## config.mk

```make
export PLATFORM = sky130hd
export DESIGN_NAME = inst_encoder
export DESIGN_NICKNAME = d
export VERILOG_FILES = /design/src/rtl/inst_encoder.sv
export SDC_FILE = /design/constraint.sdc
export NUM_CORES = 1
export LEC_CHECK = 0
export ABC_AREA = 1
export CELL_PAD_IN_SITES_DETAIL_PLACEMENT = 0
export CELL_PAD_IN_SITES_GLOBAL_PLACEMENT = 1
export CORE_MARGIN = 4
export CORE_UTILIZATION = 35
export CTS_CLUSTER_SIZE = 14
export DETAILED_ROUTE_END_ITERATION = 7
export GPL_TIMING_DRIVEN = 0
export PLACE_DENSITY = 0.95
export RECOVER_POWER = 50
export SYNTH_ARGS = -nofsm -noshare
export SYNTH_HDL_FRONTEND = slang
export SYNTH_SLANG_ARGS = --single-unit
```

## constraint.sdc

```tcl
create_clock -name clk -period 4.7 [get_ports clk]
set_input_delay 0.94 -clock clk [delete_from_list [all_inputs] [get_ports clk]]
set_output_delay 0.94 -clock clk [all_outputs]
set_load 0.02 [all_outputs]
```

## src/rtl/inst_encoder.sv

```systemverilog
// inst_encoder: packs symbolic Cirno instructions into 9-bit words and writes them sequentially into instruction RAM.
// Optional feature macro: INST_ENCODER_LDI_EN enables the two-word LDI pseudo-op (op 13).
// Ports:
//   clk, reset            clock and synchronous active-high reset
//   in_valid/in_ready     request handshake; in_ready is high only while IDLE
//   op, ra, rb, imm       symbolic instruction; imm[3:0] carries funct for RTYPE
//   mem_we/addr/wdata     registered instruction RAM write port
//   err                   one-cycle pulse for a rejected request
//   full, halted          sticky until reset
//   word_count            words written since reset
module inst_encoder #(
  parameter int ADDR_W = 8
) (
  input  logic              clk,
  input  logic              reset,
  input  logic              in_valid,
  output logic              in_ready,
  input  logic [3:0]        op,
  input  logic [1:0]        ra,
  input  logic [1:0]        rb,
  input  logic [7:0]        imm,
  output logic              mem_we,
  output logic [ADDR_W-1:0] mem_addr,
  output logic [8:0]        mem_wdata,
  output logic              err,
  output logic              full,
  output logic              halted,
  output logic [ADDR_W:0]   word_count
);
  typedef enum logic [1:0] {IDLE, EMIT2, FULL, HALTED} state_t;
  state_t r_state, w_next;
  logic w_acc, w_legal, w_last, w_we, w_emit2, w_ldi;
  logic [8:0] w_enc, w_wdata;
  assign in_ready = r_state == IDLE;
  assign full     = r_state == FULL;
  assign halted   = r_state == HALTED;
  assign w_acc    = in_valid && in_ready;
  // The next write lands on the last address exactly when the low bits of the count are all ones.
  assign w_last   = &word_count[ADDR_W-1:0];
  assign w_we     = w_emit2 || (w_acc && w_legal);
  always_comb begin
    w_enc   = 9'h000;
    w_legal = 1'b1;
    case (op)
      4'd1:  w_enc = 9'h001;
      4'd2:  w_enc = {7'b0000011, ra};
      4'd3:  w_enc = {7'b0000010, ra};
      4'd4:  w_enc = {7'b0000001, ra};
      4'd5:  begin w_enc = {5'b01011, imm[3:0]};     w_legal = imm[7:4] == 4'd0; end
      4'd6:  begin w_enc = {3'b111, imm[5:0]};       w_legal = imm[7:6] == 2'd0; end
      4'd7:  begin w_enc = {3'b101, ra, imm[3:0]};   w_legal = imm[7:4] == 4'd0; end
      4'd8:  begin w_enc = {3'b100, ra, imm[3:0]};   w_legal = imm[7:4] == 4'd0; end
      4'd9:  begin w_enc = {3'b110, ra, imm[3:0]};   w_legal = imm[7:4] == 4'd0; end
      4'd10: begin w_enc = {4'b0110, ra, imm[2:0]};  w_legal = imm[7:3] == 5'd0; end
      4'd11: begin w_enc = {4'b0111, ra, imm[2:0]};  w_legal = imm[7:3] == 5'd0; end
      // Funct 0000, 1011 and 11xx would collide with other opcode spaces.
      4'd12: begin w_enc = {1'b0, imm[3:0], ra, rb}; w_legal = imm[3:0] != 4'd0 && imm[3:0] <= 4'd10; end
`ifdef INST_ENCODER_LDI_EN
      // LDI needs two free words; only one is left when the next address is the last one.
      4'd13: begin w_enc = {3'b101, ra, imm[7:4]};   w_legal = !w_last; end
`endif
      4'd0:    w_enc = 9'h000;
      default: w_legal = 1'b0;
    endcase
  end
`ifdef INST_ENCODER_LDI_EN
  logic [8:0] r_lo;
  assign w_emit2 = r_state == EMIT2;
  assign w_ldi   = op == 4'd13;
  assign w_wdata = w_emit2 ? r_lo : w_enc;
  always_ff @(posedge clk) begin
    if (reset) r_lo <= '0;
    else if (w_acc) r_lo <= {3'b100, ra, imm[3:0]};
  end
`else
  assign w_emit2 = 1'b0;
  assign w_ldi   = 1'b0;
  assign w_wdata = w_enc;
`endif
  always_comb begin
    w_next = r_state;
    if (w_emit2) w_next = w_last ? FULL : IDLE;
    else if (w_acc && w_legal) w_next = op == 4'd1 ? HALTED : w_ldi ? EMIT2 : w_last ? FULL : IDLE;
  end
  always_ff @(posedge clk) begin
    if (reset) begin
      r_state    <= IDLE;
      mem_we     <= 1'b0;
      mem_addr   <= '0;
      mem_wdata  <= '0;
      err        <= 1'b0;
      word_count <= '0;
    end else begin
      r_state <= w_next;
      mem_we  <= w_we;
      err     <= w_acc && !w_legal;
      if (w_we) begin
        mem_addr   <= word_count[ADDR_W-1:0];
        mem_wdata  <= w_wdata;
        word_count <= word_count + (ADDR_W+1)'(1);
      end
    end
  end
endmodule

```

==> impl_results.html <==
<table>
<tr><th>Metric</th><th>Value</th></tr>
<tr><th colspan="2">Cells and area</th></tr>
<tr><td>Area growth from synthesis to layout</td><td>38.6%</td></tr>
<tr><td>Count of nets after finishing</td><td>335</td></tr>
<tr><td>Commonest cells after routing, fill and taps aside</td><td>nand2_1 (72), nand3_1 (35), nor2_1 (33), dfxtp_1 (30), dlygate4sd3_1 (30)</td></tr>
<tr><td>Commonest non-fill, non-tap cell in the layout</td><td>nand2_1</td></tr>
<tr><td>Share of post-route cells with drive strength above 1</td><td>10.2%</td></tr>
<tr><td>Inserted Diodes</td><td>0</td></tr>
<tr><th colspan="2">Timing</th></tr>
<tr><td>Actual transition at the worst max-transition pin</td><td>0.582 ns</td></tr>
<tr><td>F_max</td><td>384 MHz</td></tr>
<tr><td>Fin Hold WS</td><td>0.460 ns</td></tr>
<tr><td>Slew margin rel.</td><td>between 60 and 70%</td></tr>
<tr><td>Number of max-slew violations in the final report</td><td>0</td></tr>
<tr><td>Number of setup violations in the final report</td><td>0</td></tr>
<tr><td>Final Hold Viols</td><td>0</td></tr>
<tr><td>Final min period</td><td>2.61 ns</td></tr>
<tr><td>Post-Route Setup TNS</td><td>0 ns</td></tr>
<tr><td>Worst Skew</td><td>0.00835 ns</td></tr>
<tr><td>Final critical-path share of the clock period</td><td>55.4%</td></tr>
<tr><td>Setup repair after global routing missed its margin</td><td>no</td></tr>
<tr><th colspan="2">Logic synthesis</th></tr>
<tr><td>Post-synthesis cell type count</td><td>31</td></tr>
<tr><td>Total nets after synthesis</td><td>281</td></tr>
<tr><td>Number of synthesis warnings</td><td>0</td></tr>
<tr><td>Number of register bits inferred by synthesis</td><td>30</td></tr>
<tr><td>Most used flip-flop cell after synthesis</td><td>dfxtp_1</td></tr>
<tr><td>Mean instance size in the synthesized netlist</td><td>6.62 sq um</td></tr>
<tr><td>Post-synthesis async set-or-reset flop share</td><td>0%</td></tr>
<tr><td>Sequential share of the synthesized area</td><td>34.8%</td></tr>
<tr><td>Post-synthesis instance total</td><td>261</td></tr>
<tr><td>Post-Synthesis Cell Area</td><td>~0.0017 sq mm</td></tr>
<tr><td>Post-synth EDFFs</td><td>0</td></tr>
<tr><th colspan="2">Placed design</th></tr>
<tr><td>Total of buffers placed on input and output ports</td><td>between 40 and 50</td></tr>
<tr><td>Global placer's final weighted congestion</td><td>about 0.88</td></tr>
<tr><td>Half-perimeter wire length after placement</td><td>~3500 um</td></tr>
<tr><th colspan="2">Floorplan</th></tr>
<tr><td>Total I/O pin count</td><td>50</td></tr>
<tr><td>Floorplan die area</td><td>0.00612 sq mm</td></tr>
<tr><td>Num rows</td><td>25</td></tr>
<tr><td>Area inside the core boundary</td><td>0.00475 sq mm</td></tr>
<tr><td>Die Span Y</td><td>78.2 um</td></tr>
<tr><td>Chip width</td><td>78.2 um</td></tr>
<tr><td>Initial core utilization</td><td>36.3%</td></tr>
<tr><th colspan="2">Clock network</th></tr>
<tr><td>Resized cells post-CTS</td><td>0</td></tr>
<tr><td>TritonCTS clock tree</td><td>yes</td></tr>
<tr><td>Clk_lat worst skew</td><td>about 0.28 ns</td></tr>
<tr><td>Clock slew at reported path FFs</td><td>0.06 ns</td></tr>
<tr><td>Level count of the clock H-tree</td><td>2</td></tr>
<tr><td>Clock Tree Buf Depth</td><td>2</td></tr>
<tr><td>Number of post-CTS setup repair buffers</td><td>0</td></tr>
<tr><td>Number of buffers added by the clock tree synthesis step</td><td>5</td></tr>
<tr><td>Clock root buffer</td><td>clkbuf_8</td></tr>
<tr><td>Count of hold-fix buffers inserted at cts</td><td>0</td></tr>
<tr><td>CTS sink count</td><td>30</td></tr>
<tr><th colspan="2">Worst setup path</th></tr>
<tr><td>R2r setup slk</td><td>between 3 and 4 ns</td></tr>
<tr><td>Arrival time worst endpoint</td><td>2.74 ns</td></tr>
<tr><td>Critical Path Start</td><td>op[3]</td></tr>
<tr><td>Endpoint of the most critical register-to-register path</td><td>mem_wdata[8]</td></tr>
<tr><td>Worst reg-to-reg path cell count</td><td>5</td></tr>
<tr><td>Top fanout value on the critical path</td><td>10</td></tr>
<tr><td>Reg-to-reg startpoint</td><td>r_state[0]</td></tr>
<tr><td>CP Launch Type</td><td>primary input</td></tr>
<tr><td>Category of the worst setup path capture point</td><td>flop</td></tr>
<tr><td>Data required time at the worst endpoint</td><td>roughly 4.8 ns</td></tr>
<tr><td>Classification of the worst setup path</td><td>in -&gt; reg</td></tr>
<tr><th colspan="2">Min path</th></tr>
<tr><td>Worst hold start</td><td>mem_wdata[1]</td></tr>
<tr><td>Worst Hold Endpoint</td><td>mem_wdata[1]</td></tr>
<tr><td>Hold depth</td><td>2</td></tr>
<tr><td>Min-Delay Path Class</td><td>reg -&gt; reg</td></tr>
<tr><th colspan="2">Route</th></tr>
<tr><td>DRC marker count from the first detailed-route iteration</td><td>80</td></tr>
<tr><td>Post-route ant nets</td><td>0</td></tr>
<tr><td>Drt first pass iters</td><td>4</td></tr>
<tr><td>Via count</td><td>1800</td></tr>
<tr><td>Final WL</td><td>4460 um</td></tr>
<tr><td>Via-to-Cell Ratio</td><td>roughly 4.7</td></tr>
<tr><td>Remaining routing DRC violations</td><td>0</td></tr>
<tr><td>Post-detailed-route wirelength per cell</td><td>11.7 um</td></tr>
<tr><th colspan="2">Power</th></tr>
<tr><td>Final Total Pwr</td><td>about 0.66 mW</td></tr>
<tr><td>Worst VDD drop</td><td>about 0.21 mV</td></tr>
<tr><td>Power density over the cells</td><td>278 mW/mm^2</td></tr>
<tr><td>Reported leakage power</td><td>approximately 1.1 nW</td></tr>
<tr><th colspan="2">Run</th></tr>
<tr><td>Max-Cap Viols</td><td>0</td></tr>
<tr><th colspan="2">Global route</th></tr>
<tr><td>Maximum number of pins on one net before global-route repair</td><td>11</td></tr>
<tr><td>Number of antenna violations at the first check in global routing</td><td>0</td></tr>
<tr><td>GRT Residual Overflow</td><td>0</td></tr>
<tr><td>Number of global-route vias before repair</td><td>1640</td></tr>
<tr><td>Global Route Usage Sum</td><td>15.0%</td></tr>
<tr><td>Global-route wire length before repair</td><td>7480 um</td></tr>
<tr><th colspan="2">Run status</th></tr>
<tr><td>Status</td><td>finished clean</td></tr>
</table>
==> sequential cells by signal, summed over array words and instances, names as in the netlist <==
signal,cells
mem_wdata,9
mem_addr,8
err,1
mem_we,1
r_state,2
word_count,9
==> routing by layer <==
| metal | wire length [um] | track usage [%] | part of all wire, % | vias to the layer above |
|---|---|---|---|---|
| met1 | 2180 | 20.7 | 49 | 795 |
| met3 | 210 | 3.78 | 4.7 | 6 |
| met4 | 52 | 4.72 | 1.2 | 0 |
| met5 | 0 | 0 | 0 | - |
| met2 | 2010 | 22.9 | 45 | 47 |
| li1 | - | - | - | 952 |
==> cells in the mapped netlist (2+ instances only) <==
| cell type | count | area share [%] |
|---|---|---|
| nand3_1 | 35 | 10 |
| clkbuf_1 | 5 | 1.1 |
| nor2_2 | 2 | 0.72 |
| a21oi_1 | 14 | 4.1 |
| buf_4 | 2 | 0.87 |
| nand2_2 | 5 | 1.8 |
| dfxtp_1 | 30 | 35 |
| buf_6 | 2 | 1.3 |
| nand3b_1 | 6 | 2.6 |
| nand4_1 | 6 | 2.2 |
| xor2_1 | 5 | 2.5 |
| inv_2 | 5 | 1.1 |
| inv_1 | 21 | 4.6 |
| nand2_1 | 72 | 16 |
| nand3_2 | 2 | 1.2 |
| nor2_1 | 33 | 7.2 |
| nor2_4 | 2 | 1.3 |
==> critical path, stage by stage <==
cell and delay, ns:
dlygate4sd3_1 0.68, nand2_1 0.10, inv_2 0.08, nand2_2 0.08, inv_2 0.11, nand3_2 0.11
nand3_4 0.16, nand2_4 0.12, buf_4 0.23, nand2_1 0.07, a21oi_1 0.06
==> worst max-delay path by stage <==
| stage | to | slack, ns | depth (start not counted) |
|---|---|---|---|
| finish | word_count[7] | 2.09 | 11 |
| global route | word_count[8] | 1.98 | 11 |
| CTS | word_count[7] | 2.19 | 11 |
| detailed placement | word_count[7] | 1.90 | 11 |
| global placement | mem_wdata[1] | 1.92 | 11 |
| floorplan | word_count[6] | 2.57 | 10 |
==> cell type report <==
type / instances / area, sq um
repair buffers: 47 / 470
plain buffers: 10 / 61.3
multi-input cells: 193 / 957
clock buffers: 6 / 82.6
well taps: 67 / 83.8
inverters: 28 / 108
clock inverters: 1 / 30.0
fillers: 500 / 2360
flip-flops and latches: 30 / 601
==> per-stage QoR <==
step                setup slack, ns  util [%]  std cells  instance area, sq um
detailed placement             1.90      48.0        375                  2280
floorplan                      2.57         -        261                  1730
global placement               1.92      48.0        375                  2280
CTS                            2.19      50.3        382                  2390
global route                   1.98      50.3        382                  2390
finish                         2.09      50.3        382                  2390
==> power breakdown <==
group	internal (mW)	total [mW]	leakage (nW)	switching [mW]
Clock	0.169	0.264	0.0573	0.0942
Combinational	0.0530	0.129	0.810	0.0759
Sequential	0.265	0.272	0.244	0.00658
==> kinds of logic (layout without fill, tap and decap cells) <==
group | after synthesis | after routing | share of synthesized area, %
flip-flops | 30 | 30 | 34.8
buffers and inverters | 38 | 92 | 9.78
AO/OA/AOI/OAI | 20 | 20 | 6.74
XOR/XNOR | 5 | 5 | 2.54
adder cells (fa/ha/maj) | 1 | 1 | 0.725
AND/OR/NAND/NOR | 167 | 167 | 45.4
No activity file was read; power rests on OpenSTA's default activity.
==> RTL change: new RTL, same flow settings <==
The option `INST_ENCODER_LDI_EN` is turned on by a define.
--- a/src/rtl/inst_encoder.sv
+++ b/src/rtl/inst_encoder.sv
@@ -8,6 +8,8 @@
 //   err                   one-cycle pulse for a rejected request
 //   full, halted          sticky until reset
 //   word_count            words written since reset
+`define INST_ENCODER_LDI_EN
+
 module inst_encoder #(
   parameter int ADDR_W = 8
 ) (
Behaviour: not the same (a bounded check fails within 4 cycles, from zero or initial values and one cycle with reset high).
==> RTL change against the unedited design <==
- sequential power is 29% higher
- power is 20% higher
- setup slack worse by 58 ps
- highest routed layer unchanged
- area after synthesis is 23% higher
- critical path type unchanged
- sequential cell count is 7 higher
- hold slack worse by 5.5 ps
- core utilization is 2.9 points lower
- routed wire length is 38% higher
- largest cell class unchanged
- die area is 21% higher
- critical endpoint is now mem_wdata[1]
- sequential share of layout area is 1.3 points higher
- cell area is 17% higher
==> RTL change: results (changes against the unedited design) <==
| Metric | Value |
|---|---|
| Status | finished, final reports clean |
| Pleak | 0.00130 uW (+17%) |
| Final nets | 394 (+18%) |
| Fill cells | 607 (+21%) |
| Initial DRC count | 97 (+21%) |
| XOR/XNOR Fraction of Synth Area | 2.88% (+0.34 points) |
| Tightest Pin Transition | 551 ps (-31.8 ps) |
| RR Startpoint | word_count[0] |
| Largest net degree at the start of global routing | 13 (+2) |
| Resized cells post-CTS | 0 (unchanged) |
| Adder-cell share of the synthesized area | 0.588% (-0.14 points) |
| Global-route wire length before repair | 10.3 mm (+38%) |
| RR Endpoint | mem_wdata[1] |
| Comb pwr share | 26.2% (+6.8 points) |
| Crit. Startpoint | op[0] |
| List of most frequent post-synthesis cells | nand2_1, nor2_1, dfxtp_1, nand3_1, inv_1 |
| Family with the most delay on the worst path | simple AND/OR/NAND/NOR gates |
| Critical Path AT | 2900 ps (+160 ps) |
| Vias per cell | 5.04 (+7.0%) |
| Min Hold Slack | 455 ps (-5.48 ps) |
| Synth Area in Compound Gates | 10.2% (+3.5 points) |
| Number of global-route vias before repair | 2,163 (+32%) |
| Critical path's slowest cell | clkdlybuf4s50_1 |
| Hold EP | mem_addr[7] |
| Depth of the most critical reg-to-reg path | 13 (+8) |
| Reg2reg setup slack | 2750 ps (-290 ps) |
| Crit-path max cell delay | 500 ps (-180 ps) |
| Post-placement cell area | 2710 um^2 (+19%) |
| Grt met2 use | 29.2% (+6.2 points) |
| Yosys warns | 0 (unchanged) |
| Hold Startpoint | mem_addr[7] |
| Root Buffer | clkbuf_8 |
| Sequential share of the synthesized area | 34.8% (unchanged) |
| GR Util met1 | 23.3% (+2.5 points) |
| Syn Area/Cell | 6.70 um^2 (+1.2%) |
| Share of cells above drive strength 1 | 11.2% (+1.0 points) |
| Critical path class | primary input to flip-flop |
| Fin cells | 450 (+18%) |
| Port Buffers | 49 (+4.3%) |
| Syn_nets | 338 (+20%) |
| Clock Skews | 10.9 ps (+2.59 ps) |
| Worst vdd ir | 0.225 mV (+9.2%) |
| Met3 Use GR | 3.55% (-0.23 points) |
| Clk pwr share | 29.8% (-9.9 points) |
| Library cells used by synthesis | 30 (-3.2%) |
| Flop+latch power | 350 uW (+29%) |
| GP Congestion | 0.911 (+3.7%) |
| Gr ovfl total | 0 (unchanged) |
| Final worst path period share | 56.7% (+1.2 points) |
| Area contributors post-synth | dfxtp_1, nand2_1, nand3_1, nor2_1, a21oi_1 |
| Antenna violations before repair | 0 (unchanged) |
| Clk_lat worst skew | a little under 300 ps |
| Detailed Place HPWL | 4.68 mm (+33%) |
| Dpl cells | 442 (+18%) |
| Dpl ws | 1860 ps (-36.6 ps) |
| HP Class | flip-flop to flip-flop |
| Sw Share | 32.5% (+5.9 points) |
| GRT Util Overall | 17.5% (+2.5 points) |
| WL/cell | 13.7 um (+17%) |
-- RTL change: changes by cell type after synthesis, sizes merged, moves of 3 or more --
| cell | before | now |
|---|---|---|
| clkbuf | 5 | 8 |
| a21oi | 14 | 18 |
| dfxtp | 30 | 37 |
| xnor2 | 0 | 3 |
| nand4 | 6 | 10 |
| o21ai | 1 | 17 |
| nand2 | 78 | 87 |
| nor2 | 37 | 48 |
-- RTL change: cell type report --
cell class | count | area [um^2] | area share [%]
clock inverters | 2 | 13.8 | 0.490
inverters | 29 | 109 | 3.88
clock buffers | 6 | 82.6 | 2.94
repair buffers | 49 | 490 | 17.5
flip-flops and latches | 37 | 741 | 26.4
plain buffers | 13 | 72.6 | 2.58
well taps | 75 | 93.8 | 3.34
multi-input cells | 239 | 1200 | 42.9
-- RTL change: per-layer routing --
layer / wire length (um) / vias up
met3: 373 / 4
met5: 0 / -
met2: 2950 / 74
met4: 42 / 0
li1: - / 1152
met1: 2790 / 1039
